<file path="config.mk">
export PLATFORM = sky130hd
export DESIGN_NAME = bazz_sequencer
export DESIGN_NICKNAME = d
export VERILOG_FILES = /design/src/rtl/bazz_pkg.sv /design/src/rtl/bazz_timer.sv /design/src/rtl/bazz_sequencer.sv
export SDC_FILE = /design/constraint.sdc
export NUM_CORES = 1
export LEC_CHECK = 0
export ABC_CLOCK_PERIOD_IN_PS = 4530
export BUFFER_PORTS_ARGS = -buffer_cell sky130_fd_sc_hd__buf_2
export CORE_MARGIN = 3
export CORE_UTILIZATION = 30
export CTS_BUF_LIST = sky130_fd_sc_hd__clkbuf_8
export DETAILED_ROUTE_END_ITERATION = 8
export GPL_TIMING_DRIVEN = 0
export PLACE_DENSITY = 0.5
export SLEW_MARGIN = 20
export SYNTH_ARGS = -nofsm -noshare
export SYNTH_HDL_FRONTEND = slang
export SYNTH_SLANG_ARGS = --single-unit
export TNS_END_PERCENT = 30
</file>
<file path="constraint.sdc">
create_clock -name clk -period 4.53 [get_ports clk]
set_clock_uncertainty 0.15 [all_clocks]
set_input_delay 0.906 -clock clk [delete_from_list [all_inputs] [get_ports clk]]
set_output_delay 0.906 -clock clk [all_outputs]
set_load 0.01 [all_outputs]
</file>
<file path="src/rtl/bazz_pkg.sv">
// Shared definitions for the buzzer sequencer: state encoding, event priorities
// and the mapping from an event's priority to its beep length.
package bazz_pkg;

  typedef enum logic [1:0] {
    IDLE = 2'd0,
    BEEP = 2'd1,
    GAP  = 2'd2
  } state_t;

  localparam logic [1:0] PRI_NONE = 2'd0;
  localparam logic [1:0] PRI_HIT  = 2'd1;
  localparam logic [1:0] PRI_MISS = 2'd2;
  localparam logic [1:0] PRI_OVER = 2'd3;

  localparam int BEEP_W = 8;

  // Hits get the short chirp; misses and every game-over beep use the long tone.
  function automatic int unsigned beep_dur(input logic [1:0] pri,
                                           input int unsigned hit_cyc,
                                           input int unsigned miss_cyc);
    return (pri == PRI_HIT) ? hit_cyc : miss_cyc;
  endfunction

endpackage

</file>
<file path="src/rtl/bazz_timer.sv">
// Loadable down-counter shared by beep and gap timing; done marks the cycle
// whose edge takes the count from 1 to 0.
module bazz_timer #(
  parameter int CNT_W = 24
) (
  input  logic             clk,
  input  logic             rst,
  input  logic             load,
  input  logic [CNT_W-1:0] load_val,
  input  logic             en,
  output logic             done
);

  logic [CNT_W-1:0] cnt_reg;

  always_ff @(posedge clk) begin
    if (rst) begin
      cnt_reg <= '0;
    end else if (load) begin
      cnt_reg <= load_val;
    end else if (en && (cnt_reg != '0)) begin
      cnt_reg <= cnt_reg - CNT_W'(1);
    end
  end

  assign done = en && (cnt_reg == CNT_W'(1));

endmodule

</file>
<file path="src/rtl/bazz_sequencer.sv">
// Turns one-cycle pong events into timed buzzer patterns on fell, with
// priority preemption, a multi-beep game-over pattern and a mute override.
module bazz_sequencer
  import bazz_pkg::*;
#(
  parameter int          CNT_W      = 24,
  parameter int unsigned HIT_CYC    = 2_500_000,
  parameter int unsigned MISS_CYC   = 15_000_000,
  parameter int unsigned GAP_CYC    = 5_000_000,
  parameter int unsigned OVER_BEEPS = 3
) (
  input  logic clk,
  input  logic rst,
  input  logic hit_pulse,
  input  logic miss_pulse,
  input  logic over_pulse,
  input  logic mute,
  output logic fell,
  output logic busy
);

  localparam logic [63:0] CNT_LIMIT = 64'd1 << CNT_W;

  if (HIT_CYC == 0 || MISS_CYC == 0 || GAP_CYC == 0 ||
      OVER_BEEPS < 1 || OVER_BEEPS >= (1 << BEEP_W) ||
      64'(HIT_CYC) >= CNT_LIMIT || 64'(MISS_CYC) >= CNT_LIMIT ||
      64'(GAP_CYC) >= CNT_LIMIT) begin : g_bad_params
    $error("bazz_sequencer: duration or beep-count parameter out of range");
  end

  state_t            state_reg, state_next;
  logic [1:0]        pri_reg, pri_next;
  logic [BEEP_W-1:0] beeps_reg, beeps_next;
  logic              fell_reg, fell_next;
  logic              busy_reg, busy_next;

  logic              load;
  logic [CNT_W-1:0]  load_val;
  logic              en;
  logic              done;
  logic [1:0]        evt_pri;
  logic [1:0]        cur_pri;
  logic              last_beep;

  bazz_timer #(.CNT_W(CNT_W)) u_timer (
    .clk      (clk),
    .rst      (rst),
    .load     (load),
    .load_val (load_val),
    .en       (en),
    .done     (done)
  );

  assign evt_pri   = over_pulse ? PRI_OVER :
                     miss_pulse ? PRI_MISS :
                     hit_pulse  ? PRI_HIT  : PRI_NONE;
  assign en        = (state_reg != IDLE);
  assign last_beep = (state_reg == BEEP) && done && (beeps_reg <= BEEP_W'(1));
  // A pattern finishing on this edge counts as idle, so a coincident event is taken.
  assign cur_pri   = ((state_reg == IDLE) || last_beep) ? PRI_NONE : pri_reg;

  always_ff @(posedge clk) begin
    if (rst) begin
      state_reg <= IDLE;
      pri_reg   <= PRI_NONE;
      beeps_reg <= '0;
      fell_reg  <= 1'b0;
      busy_reg  <= 1'b0;
    end else begin
      state_reg <= state_next;
      pri_reg   <= pri_next;
      beeps_reg <= beeps_next;
      fell_reg  <= fell_next;
      busy_reg  <= busy_next;
    end
  end

  always_comb begin
    state_next = state_reg;
    pri_next   = pri_reg;
    beeps_next = beeps_reg;
    load       = 1'b0;
    load_val   = '0;
    if (mute) begin
      state_next = IDLE;
      pri_next   = PRI_NONE;
      beeps_next = '0;
      load       = 1'b1;
    end else if (evt_pri > cur_pri) begin
      state_next = BEEP;
      pri_next   = evt_pri;
      beeps_next = (evt_pri == PRI_OVER) ? BEEP_W'(OVER_BEEPS) : BEEP_W'(1);
      load       = 1'b1;
      load_val   = CNT_W'(beep_dur(evt_pri, HIT_CYC, MISS_CYC));
    end else begin
      case (state_reg)
        BEEP: begin
          if (last_beep) begin
            state_next = IDLE;
            pri_next   = PRI_NONE;
            beeps_next = '0;
          end else if (done) begin
            state_next = GAP;
            beeps_next = beeps_reg - BEEP_W'(1);
            load       = 1'b1;
            load_val   = CNT_W'(GAP_CYC);
          end
        end
        GAP: begin
          if (done) begin
            state_next = BEEP;
            load       = 1'b1;
            load_val   = CNT_W'(MISS_CYC);
          end
        end
        default: ;
      endcase
    end
  end

  always_comb begin
    fell_next = (state_next == BEEP);
    busy_next = (state_next != IDLE);
  end

  assign fell = fell_reg;
  assign busy = busy_reg;

endmodule

</file>
==> results of run 1 <==
-- metrics by stage --
stage | setup slack [ps] | hold slack, ps | util (%)
finish | 283 | 319 | 35.2
global route | 3.88 | 343 | 35.2
CTS | 244 | 320 | 35.1
detailed placement | 51.1 | 309 | 33.7
global placement | 13.9 | 307 | 33.7
floorplan | 935 | 289 | -
-- power breakdown --
part           leakage, nW  total [mW]  switching, mW  internal [mW]
clock network       0.0573       0.300          0.123          0.176
logic                0.692       0.277          0.166          0.111
registers            0.310       0.373         0.0207          0.353
total                 1.06       0.950          0.310          0.640
-- critical path, cell delays in order, from the launching register on --
cell and delay [ps]:
dfxtp_1 300, clkbuf_2 170, or3_1 410, nor4_2 350, buf_4 250, and3_1 230
nand3_1 220, nand3b_1 180, ha_1 250, nor2b_1 140, o21a_1 160, clkbuf_1 240
a21oi_1 310, a21boi_0 470, a21oi_1 70, nor4_1 250
-- area by class of cell --
| type | count | area (um2) |
|---|---|---|
| multi-input combinational | 244 | 1640 |
| tap | 102 | 128 |
| clock buffer | 6 | 82.6 |
| timing repair buffer | 7 | 35.0 |
| inverter | 14 | 52.6 |
| buffer | 10 | 56.3 |
| clock inverter | 1 | 30.0 |
| sequential | 38 | 761 |
| fill | 855 | 5140 |
-- metal layers --
layer | vias to the layer above | GRT usage (%) | share of wire, %
met3 | 6 | 3.02 | 4.7
met2 | 41 | 22.6 | 46
met1 | 1084 | 20.1 | 48
li1 | 1162 | - | -
met4 | 0 | 3.19 | 0.94
met5 | - | 0 | 0
-- kinds of logic (layout without fill, tap and decap cells) --
group,after synthesis,in the layout,share of synthesized area (%)
AND/OR/NAND/NOR,153,153,35.7
AO/OA/AOI/OAI,68,68,20.0
flip-flops,38,38,30.4
buffers and inverters,24,38,4.34
XOR/XNOR,12,12,4.19
adder cells (fa/ha/maj),10,10,4.99
multiplexers,1,1,0.399
-- worst paths after layout --
| check | from | endpoint | cells past startpoint |
|---|---|---|---|
| setup / recovery | u_timer.cnt_reg[15] | u_timer.cnt_reg[15] | 15 |
| hold / removal | pri_reg[1] | pri_reg[1] | 2 |
| setup reg to reg | u_timer.cnt_reg[15] | u_timer.cnt_reg[15] | 15 |
| hold reg to reg | pri_reg[1] | pri_reg[1] | 2 |
-- timing repair --
action,CTS,global route
setup endpoints to repair,2,3
hold endpoints to repair,0,0
gates resized for setup,1,1
-- cells in the final DEF, fill, tap and decap left out, types with 8 or more instances in the layout --
master	count
nand3_1	9
nand2_1	19
dfxtp_1	38
inv_1	14
or3_1	8
nor3_1	17
xnor2_1	10
buf_2	9
a21oi_1	24
nor2_1	40
ha_1	10
nor4_1	8
==> impl_results.md, run 1 <==
* Run status: completed
* Post-synth EDFFs at 0
* Synth unique cells at 70
* Seq/Total Area, Yosys at 30.4%
* Gr usage total at between 10% and 20%
* Initial Util at 31.6%
* PortBufs at 7
* Post-Syn Area at approximately 2500 um2
* Top Ports at 8
* Reg-to-reg setup timing slack at between 200 and 300 ps
* Max reg flops at 24
* Peak supply drop at between 0.1 and 0.15 mV
* Synthesized Nets at about 320
* Crit share post-route at between 90% and 100%
* Die Y at a little under 100 um
* Deepest clock path buffer count at 2
* Vias per inst at 5.43
* Root buffer cell: clkbuf_8
* Pwr per Cell Area at 341 nW/um2
* Final count of hold timing violations at 0
* Fmax at 235 MHz
* Clock sink count at 38
* Post-CTS Setup Bufs at 0
* Critical path launch point type: flip-flop
* Primary FF master, synth: dfxtp_1
* Total number of vias at 2,293
* Final Non-Filler Cells at approximately 420
* Setup Crit Path Kind: reg2reg
* Max Cap Violations at 0
* Initial drt markers at 115
* Leakage at ~1.1 nW
* Clock transition at the registers of the reported paths at around 80 ps
* Standard-cell row count at 32
* Most frequent cells after synthesis: nor2_1, dfxtp_1, a21oi_1
* Share of cells above drive strength 1 at 13.4%
* Worst slew pin tran at 888 ps
* Top-area cell type share of the netlist area at a little under a third
* Max-Slew Margin vs Limit at slightly above 40%
* H-tree depth at 2
* Vias in the first global route at between 2,000 and 2,500
* CTS tree: yes
* Ranking of synthesized cells by area: dfxtp_1, nor2_1, ha_1, a21oi_1, xnor2_1
* Mean Syn Cell Area at slightly above 8 um2
* GRT Residual Overflow at 0
* RD Place Congestion at 0.868
* Warnings from Yosys at 0
* Pins Over Slew Limit at 0
* # DRC at 0
* Quantity of hold-fixing buffers added after cts at 0
* Power consumption at about 950 uW
* RSZ-0062 raised after global routing: no
* Count leader, synth: nor2_1
* Sum of negative setup slack at 0 ps
* Cells after DPL at about 420
* Nets at approximately 340
* Die area at around 9500 um2
* First-pass GRT wire length at ~11,000 um
* Clk Latency, worst-skew pair at between 200 and 300 ps
* HPWL reported at the end of detailed placement at about 5000 um
* Final setup violation count at 0
* Fin area at roughly 2800 um2
* Worst Setup End Kind: flip-flop
* Wire per inst at approximately 16 um
* DRT Pass-1 Iters at 4
* Post-Synthesis Cells at slightly above 300
* Dominant cell type by area after synthesis: dfxtp_1
* Initial antenna violation count at 0
* Pin count of the biggest net entering global routing at 12
* Fin crit period at 4250 ps
* Post-Route WL at slightly below 7000 um
* Crit path arrival time at approximately 4300 ps
* Synth Register Bits at 38
* Clock buffer count from CTS at 5
* ANT cells at 0
* Async SR Flop Fraction at 0%
* Crit Path Max Fanout at 10
* CP required at roughly 4600 ps
* Core ar. at slightly below 8000 um2
* Area Overhead vs Synth at 11.3%
* Die Wd at ~97 um
* Min-Delay Path Class: reg2reg
* Antenna Nets Post-Route at 0
* Placed Area at approximately 2700 um2
(Power assumes the default switching activity.)
==> run 2, diff against run 1 <==
--- a/config.mk
+++ b/config.mk
@@ -6,8 +6,7 @@
 export NUM_CORES = 1
 export LEC_CHECK = 0
 export ABC_CLOCK_PERIOD_IN_PS = 4530
-export BUFFER_PORTS_ARGS = -buffer_cell sky130_fd_sc_hd__buf_2
-export CORE_MARGIN = 3
+export BUFFER_PORTS_ARGS = -buffer_cell sky130_fd_sc_hd__buf_4
 export CORE_UTILIZATION = 30
 export CTS_BUF_LIST = sky130_fd_sc_hd__clkbuf_8
 export DETAILED_ROUTE_END_ITERATION = 8
@@ -16,5 +15,6 @@
 export SLEW_MARGIN = 20
 export SYNTH_ARGS = -nofsm -noshare
 export SYNTH_HDL_FRONTEND = slang
+export SYNTH_HIERARCHICAL = 1
 export SYNTH_SLANG_ARGS = --single-unit
 export TNS_END_PERCENT = 30
==> run 2 against run 1 <==
Wire length rose by 2.1%. Hold slack got worse by 3.0 ps. Combinational power fell by 19%. First-iteration DRC count rose by 5.2%. Non-clock buffer count rose by 8. Critical path depth rose by 2. Clock power fell by 3%. Sequential power rose by 4%. Largest power group unchanged.
==> impl_results.md, run 2 <==
* Run status: completed (unchanged)
* Vias in the first global route at 2,254 (was 2,139)
* Filler cells at 838 (was 855)
* Clock sink count at 38 (unchanged)
* Master of the slowest instance on the critical path: dfxtp_1 (was a21boi_0)
* Fin crit period at 4190 ps (was 4250 ps)
* CP required at 4540 ps (was 4580 ps)
* Dominant cell type by area after synthesis: dfxtp_1 (unchanged)
* Deepest clock path buffer count at 2 (unchanged)
* Die area at 8670 um2 (was 9490 um2)
* RSZ-0062 raised after global routing: no (unchanged)
* Clk Latency, worst-skew pair at 300 ps (was 290 ps)
* Pwr per Cell Area at 311 nW/um2 (was 341 nW/um2)
* Standard-cell row count at 32 (unchanged)
* Fmax at 239 MHz (was 235 MHz)
* DRT Pass-1 Iters at 4 (unchanged)
* GRT Residual Overflow at 0 (unchanged)
* Top Ports at 8 (unchanged)
* ANT cells at 0 (unchanged)
* Max Cap Violations at 0 (unchanged)
* Antenna Nets Post-Route at 0 (unchanged)
* Top-area cell type share of the netlist area at 30.6% (was 30.4%)
* Gr usage total at 17.2% (was 14.3%)
* Setup Crit Path Kind: reg2reg (unchanged)
* Leakage at 1.02 nW (was 1.06 nW)
* Cells after DPL at 413 (was 415)
* Final setup violation count at 0 (unchanged)
* PortBufs at 6 (was 7)
* Vias per inst at 5.43 (about the same)
* Min-Delay Path Class: reg2reg (unchanged)
* Total number of vias at 2,307 (was 2,293)
* Pins Over Slew Limit at 0 (unchanged)
* Most common cell after layout, fill and taps aside: dfxtp_1 (was nor2_1)
* # DRC at 0 (unchanged)
* Post-Syn Area at 2490 um2 (was 2510 um2)
* Warnings from Yosys at 6 (was 0)
* Final Non-Filler Cells at 425 (was 422)
* Final count of hold timing violations at 0 (unchanged)
* HPWL reported at the end of detailed placement at 4930 um (was 5010 um)
* Initial Util at 31.6% (about the same)
* Crit Path Max Fanout at 10 (unchanged)
* Post-Route WL at 6930 um (was 6790 um)
* Fin Hold WS at 316 ps (was 319 ps)
* Die Wd at 93.1 um (was 97.4 um)
* Post-synth EDFFs at 0 (unchanged)
* Most frequent cells after synthesis: dfxtp_1, nor2_1, a21oi_1 (was nor2_1, dfxtp_1, a21oi_1)
* Root buffer cell: clkbuf_8 (unchanged)
* Area Overhead vs Synth at 16.9% (was 11.3%)
* Share of cells above drive strength 1 at 16.7% (was 13.4%)
* CP Cell Sequence: nor4_4 > nand3_1 > nor3_4 > and2_1 > buf_2 > nand4_4 > nand3_1 > ha_1 > nor2b_2 > o21a_1 > buf_2 > a311oi_2 > nand2b_1 > inv_1 > clkbuf_4 > clkbuf_4 > a211oi_1 (was clkbuf_2 > or3_1 > nor4_2 > buf_4 > and3_1 > nand3_1 > nand3b_1 > ha_1 > nor2b_1 > o21a_1 > clkbuf_1 > a21oi_1 > a21boi_0 > a21oi_1 > nor4_1)
* Power consumption at 905 uW (was 950 uW)
* Worst Setup End Kind: flip-flop (unchanged)
* Seq/Total Area, Yosys at 30.6% (was 30.4%)
* Ranking of synthesized cells by area: dfxtp_1, ha_1, nor2_1, a211oi_1, xnor2_1 (was dfxtp_1, nor2_1, ha_1, a21oi_1, xnor2_1)
* Primary FF master, synth: dfxtp_1 (unchanged)
* Placed Area at 2690 um2 (was 2670 um2)
* Post-Synthesis Cells at 298 (was 306)
* Wire per inst at 16.3 um (was 16.1 um)
* Quantity of hold-fixing buffers added after cts at 0 (unchanged)
* Clock transition at the registers of the reported paths at 80 ps (about the same)
* Die Y at 93.1 um (was 97.4 um)
* Nets at 338 (was 336)
* CTS tree: yes (unchanged)
* Core ar. at 7890 um2 (was 7930 um2)
* Peak supply drop at 0.130 mV (was 0.147 mV)
* Max-Slew Margin vs Limit at 51.4% (was 40.2%)
* Async SR Flop Fraction at 0% (unchanged)
* CP peak stage delay at 390 ps (was 470 ps)
* Clock buffer count from CTS at 5 (unchanged)
* First-pass GRT wire length at 11,600 um (was 11,200 um)
* Initial drt markers at 121 (was 115)
* Max reg flops at 24 (unchanged)
* RD Place Congestion at 0.840 (was 0.868)
* Pin count of the biggest net entering global routing at 13 (was 12)
* Mean Syn Cell Area at 8.36 um2 (was 8.19 um2)
* H-tree depth at 2 (unchanged)
* Crit share post-route at 92.4% (was 93.7%)
* Crit path arrival time at 4190 ps (was 4290 ps)
* Sum of negative setup slack at 0 ps (unchanged)
* Critical path launch point type: flip-flop (unchanged)
* Initial antenna violation count at 0 (unchanged)
* Synth Register Bits at 38 (unchanged)
* Fin area at 2910 um2 (was 2790 um2)
* Synth unique cells at 56 (was 70)
* Count leader, synth: dfxtp_1 (was nor2_1)
* Worst slew pin tran at 726 ps (was 888 ps)
* Most frequent cells in the layout: dfxtp_1, nor2_1, a21oi_1 (was nor2_1, dfxtp_1, a21oi_1)
[run 2: cell count changes after synthesis, sizes merged, moves of 4 or more]
cell and change:
a2111oi +6, nand4 -7, nand3 +4, nor2 -9, a21oi -5, a311oi +7
nor3 -7, a211oi +10, o21bai +4
[run 2: worst paths after layout]
| kind | start | to | slack [ps] | cells after the start |
|---|---|---|---|---|
| worst max-delay path | u_timer/cnt_reg[16] | u_timer/cnt_reg[10] | 340 | 17 |
| worst min-delay path | pri_reg[1] | pri_reg[1] | 320 | 2 |
| worst max register to register | u_timer/cnt_reg[16] | u_timer/cnt_reg[10] | 340 | 17 |
| worst min register to register | pri_reg[1] | pri_reg[1] | 320 | 2 |
[run 2: logic make-up after synthesis]
kind of cell	synth area share, %
AO/OA/AOI/OAI	25.9
XOR/XNOR	3.87
adder cells (fa/ha/maj)	5.03
buffers and inverters	5.13
flip-flops	30.6
multiplexers	0.804
other	0.151
AND/OR/NAND/NOR	28.6
[run 2: timing repair]
action | 4_1_cts | 5_1_grt
pin swaps | 2 | 4
endpoints found under the setup margin | 24 | 24
hold endpoints to repair | 0 | 0
gates resized for setup | 11 | 10
setup buffers | 0 | 4
[run 2: cell type report]
class | instances | area (um2) | area share, %
multi-input cells | 237 | 1700 | 58.3
flip-flops and latches | 38 | 761 | 26.1
well taps | 102 | 128 | 4.39
plain buffers | 15 | 83.8 | 2.88
repair buffers | 10 | 75.1 | 2.58
clock buffers | 5 | 68.8 | 2.36
inverters | 15 | 56.3 | 1.93
clock inverters | 3 | 40.0 | 1.38
[run 2: where the power goes]
group	switching, mW	leakage [nW]	internal, mW
Clock	0.130	0.0579	0.162
Sequential	0.0318	0.313	0.356
Combinational	0.135	0.651	0.0896
Total	0.297	1.02	0.608
[run 2: metrics by stage]
step,setup slack [ps],utilization [%]
floorplan,371,-
CTS,15.7,36.1
detailed placement,-826,34.1
finish,342,36.9
global placement,-792,34.1
global route,29.2,36.9
[run 2: metal layers]
metal  vias up  global-route usage [%]  part of all wire, %
li1       1164                       -                    -
met1      1098                    23.8                   50
met2        33                    26.7                   45
met3        12                    2.44                  2.8
met4         0                    6.79                  2.4
met5         -                       0                    0
[run 2: critical path: cells and delay by family, from the launching register on]
family / cells / cell delay [ps]
AO/OA/AOI/OAI: 3 / 610
adder cells (fa/ha/maj): 1 / 260
buffers and inverters: 5 / 1020
flip-flops: 1 / 390
AND/OR/NAND/NOR: 8 / 1600
==> run 3, diff against run 2 <==
--- a/config.mk
+++ b/config.mk
@@ -5,6 +5,7 @@
 export SDC_FILE = /design/constraint.sdc
 export NUM_CORES = 1
 export LEC_CHECK = 0
+export ABC_AREA = 1
 export ABC_CLOCK_PERIOD_IN_PS = 4530
 export BUFFER_PORTS_ARGS = -buffer_cell sky130_fd_sc_hd__buf_4
 export CORE_UTILIZATION = 30
==> run 3 against run 2 <==
First-iteration DRC count is 53% higher. Synthesized area is 11% higher. Highest routed layer unchanged. Non-clock buffer count is 10 lower. Clock-buffer cell count is 1 higher. Cell count is 37% higher.
==> impl_results.md, run 3 <==
* CP Cell Sequence: inv_1 > ha_1 > inv_1 > nand4_1 > nor4_4 > nand2_2 > clkinv_2 > nand3_2 > and3_1 > ha_1 > nand2_1 > nand2_4 > inv_1 > a21oi_2 > nand3_1 > clkbuf_2 > clkbuf_2 > mux2i_1 > a21oi_2 (was nor4_4 > nand3_1 > nor3_4 > and2_1 > buf_2 > nand4_4 > nand3_1 > ha_1 > nor2b_2 > o21a_1 > buf_2 > a311oi_2 > nand2b_1 > inv_1 > clkbuf_4 > clkbuf_4 > a211oi_1)
* Pin count of the biggest net entering global routing at 13 (unchanged)
* Gr usage total at 17.1% (was 17.2%)
* ANT cells at 0 (unchanged)
* Pins Over Slew Limit at 0 (unchanged)
* Critical path launch point type: flip-flop (unchanged)
* Clk Latency, worst-skew pair at 300 ps (about the same)
* Mean Syn Cell Area at 6.12 um2 (was 8.36 um2)
* Seq/Total Area, Yosys at 27.6% (was 30.6%)
* DRT Pass-1 Iters at 4 (unchanged)
* Post-Route WL at 7570 um (was 6930 um)
* Deepest clock path buffer count at 2 (unchanged)
* CP peak stage delay at 390 ps (about the same)
* Area Overhead vs Synth at 13.7% (was 16.9%)
* Core ar. at 8810 um2 (was 7890 um2)
* Die area at 9580 um2 (was 8670 um2)
* Post-Syn Area at 2760 um2 (was 2490 um2)
* # DRC at 0 (unchanged)
* Synth unique cells at 33 (was 56)
* Initial drt markers at 185 (was 121)
* Ranking of synthesized cells by area: dfxtp_1, nand2_1, nor2_1, nand3_1, inv_1 (was dfxtp_1, ha_1, nor2_1, a211oi_1, xnor2_1)
* Crit path arrival time at 4070 ps (was 4190 ps)
* Share of cells above drive strength 1 at 12.1% (was 16.7%)
* Final Non-Filler Cells at 581 (was 425)
* Count leader, synth: nand2_1 (was dfxtp_1)
* Fin area at 3140 um2 (was 2910 um2)
* CP most frequent cell: inv_1
* Post-synthesis compound-gate area fraction at 10.9% (was 25.9%)
* Min-Delay Path Class: reg2reg (unchanged)
* Max Cap Violations at 0 (unchanged)
* Warnings from Yosys at 6 (unchanged)
* Initial antenna violation count at 0 (unchanged)
* Leakage at 1.53 nW (was 1.02 nW)
* CP required at 4560 ps (was 4540 ps)
* Cells after DPL at 573 (was 413)
* Clock transition at the registers of the reported paths at 90 ps (was 80 ps)
* Synth Register Bits at 38 (unchanged)
* Pwr per Cell Area at 323 nW/um2 (was 311 nW/um2)
* Power consumption at 1.01 mW (was 905 uW)
* Nets at 488 (was 338)
* Vias in the first global route at 2,672 (was 2,254)
* Largest family of logic cells by synthesized area: simple AND/OR/NAND/NOR gates (unchanged)
* First-pass GRT wire length at 13,000 um (was 11,600 um)
* Total number of vias at 2,744 (was 2,307)
* Synth Area in Simple Gates at 43.8% (was 28.6%)
* Post-Synthesis Cells at 451 (was 298)
* Post-synthesis adder-cell area fraction at 4.54% (was 5.03%)
* FF-to-FF Start: state_reg[1] (was u_timer/cnt_reg[16])
* Most frequent cells after synthesis: nand2_1, nor2_1, inv_1 (was dfxtp_1, nor2_1, a21oi_1)
* Most frequent cells in the layout: nand2_1, nor2_1, inv_1 (was dfxtp_1, nor2_1, a21oi_1)
* Async SR Flop Fraction at 0% (unchanged)
* Final count of hold timing violations at 0 (unchanged)
* Dominant cell type by area after synthesis: dfxtp_1 (unchanged)
* Final setup violation count at 0 (unchanged)
* RD Place Congestion at 0.861 (was 0.840)
* Top-area cell type share of the netlist area at 27.6% (was 30.6%)
* Antenna Nets Post-Route at 0 (unchanged)
* Die Wd at 97.9 um (was 93.1 um)
* GRT Residual Overflow at 0 (unchanged)
* Placed Area at 2970 um2 (was 2690 um2)
* Standard-cell row count at 34 (was 32)
* Setup Crit Path Kind: reg2reg (unchanged)
* Top Ports at 8 (unchanged)
* Hold Path Stages at 2 (unchanged)
* Crit Path Max Fanout at 10 (unchanged)
* Fmax at 248 MHz (was 239 MHz)
* Final WS setup at 496 ps (was 342 ps)
* Primary FF master, synth: dfxtp_1 (unchanged)
* Master of the slowest instance on the critical path: dfxtp_1 (unchanged)
* Dpl ws at -295 ps (was -826 ps)
* CTS tree: yes (unchanged)
* Crit share post-route at 89.0% (was 92.4%)
* HPWL reported at the end of detailed placement at 5800 um (was 4930 um)
* Synth Area in XOR/XNOR at 2.22% (was 3.87%)
* Hold Path Origin: pri_reg[1] (unchanged)
* FF-to-FF path depth at 19 (was 17)
* Wire per inst at 13.0 um (was 16.3 um)
* Clock buffer count from CTS at 5 (unchanged)
* Vias per inst at 4.72 (was 5.43)
* Clock sink count at 38 (unchanged)
* Fin crit period at 4030 ps (was 4190 ps)
* Post-synth EDFFs at 0 (unchanged)
* PortBufs at 7 (was 6)
* Initial Util at 31.3% (was 31.6%)
* Peak supply drop at 0.164 mV (was 0.130 mV)
* Max-Slew Margin vs Limit at 53.3% (was 51.4%)
* Root buffer cell: clkbuf_8 (unchanged)
* Post-CTS Setup Bufs at 0 (unchanged)
* Quantity of hold-fixing buffers added after cts at 0 (unchanged)
* Most common cell after layout, fill and taps aside: nand2_1 (was dfxtp_1)
* Crit. Startpoint: state_reg[1] (was u_timer/cnt_reg[16])
* Mux cell area share after synthesis at 0.363% (was 0.804%)
* RSZ-0062 raised after global routing: no (unchanged)
* Max reg flops at 24 (unchanged)
* Worst Setup End Kind: flip-flop (unchanged)
* Run status: completed (unchanged)
* Worst slew pin tran at 700 ps (was 726 ps)
* H-tree depth at 2 (unchanged)
* Die Y at 97.9 um (was 93.1 um)
==> run 3: cell count changes in the layout (fill, tap and decap cells not counted), sizes merged, moves of 8 or more <==
cell / before / now
nand2: 17 / 133
inv: 15 / 60
nor2: 33 / 73
nand3: 14 / 50
a21oi: 19 / 35
a211oi: 15 / 0
nor4: 11 / 1
xnor2: 11 / 1
nor3: 12 / 3
or3: 9 / 0
a311oi: 8 / 0
buf: 17 / 9
==> run 3: area by class of cell <==
type	instances	area, um2
Buffer	8	50.0
Timing Repair Buffer	7	52.6
Sequential cell	38	761
Inverter	63	243
Clock inverter	2	60.1
Clock buffer	6	82.6
Multi-Input combinational cell	349	1750
Tap cell	108	135
Fill cell	965	5670
==> run 3: power by group <==
part | switching (mW) | leakage (nW) | internal [mW]
Sequential | 0.0241 | 0.312 | 0.355
Clock | 0.131 | 0.0714 | 0.235
Combinational | 0.179 | 1.14 | 0.0876
==> run 3: routing by layer <==
layer,vias up,global-route usage (%),part of all wire (%)
li1,1461,-,-
met4,0,5.59,1.4
met2,34,29.4,48
met5,-,0,0
met3,7,2.58,2.8
met1,1242,21.8,48
==> run 3: worst max-delay path, delay by kind of cell, from the launching register on <==
kind / cells / cell delay, ps
simple gates: 8 / 1310
buf+inv: 6 / 1170
fa+ha+maj: 2 / 440
flops: 1 / 390
mux: 1 / 310
compound gates: 2 / 150
==> run 3: final timing paths <==
path,end,slack (ps)
hold reg to reg,pri_reg[1],310
setup reg to reg,u_timer/cnt_reg[5],500
hold / removal,pri_reg[1],310
setup / recovery,u_timer/cnt_reg[5],500
==> run 3: stage by stage <==
step,hold slack [ps],util [%],setup TNS [ps]
3_3_place_gp,284,33.8,-1920
5_1_grt,334,35.6,0
2_1_floorplan,270,-,0
3_5_place_dp,297,33.8,-2410
6_report,309,35.6,0
4_1_cts,312,35.5,0
==> run 3: cells by family (layout without fill, tap and decap cells) <==
kind of cell | count (synthesis) | in the layout
simple gates | 272 | 272
xor+xnor | 7 | 7
other cells | 1 | 8
compound gates | 51 | 51
flops | 38 | 38
buf+inv | 71 | 86
mux | 1 | 1
fa+ha+maj | 10 | 10
==> run 3: what timing repair did <==
action / 4_1_cts / 5_1_grt
setup endpoints to repair: 19 / 24
endpoints found under the hold margin: 0 / 0
resized for setup: 2 / 7
pin swaps: 0 / 1
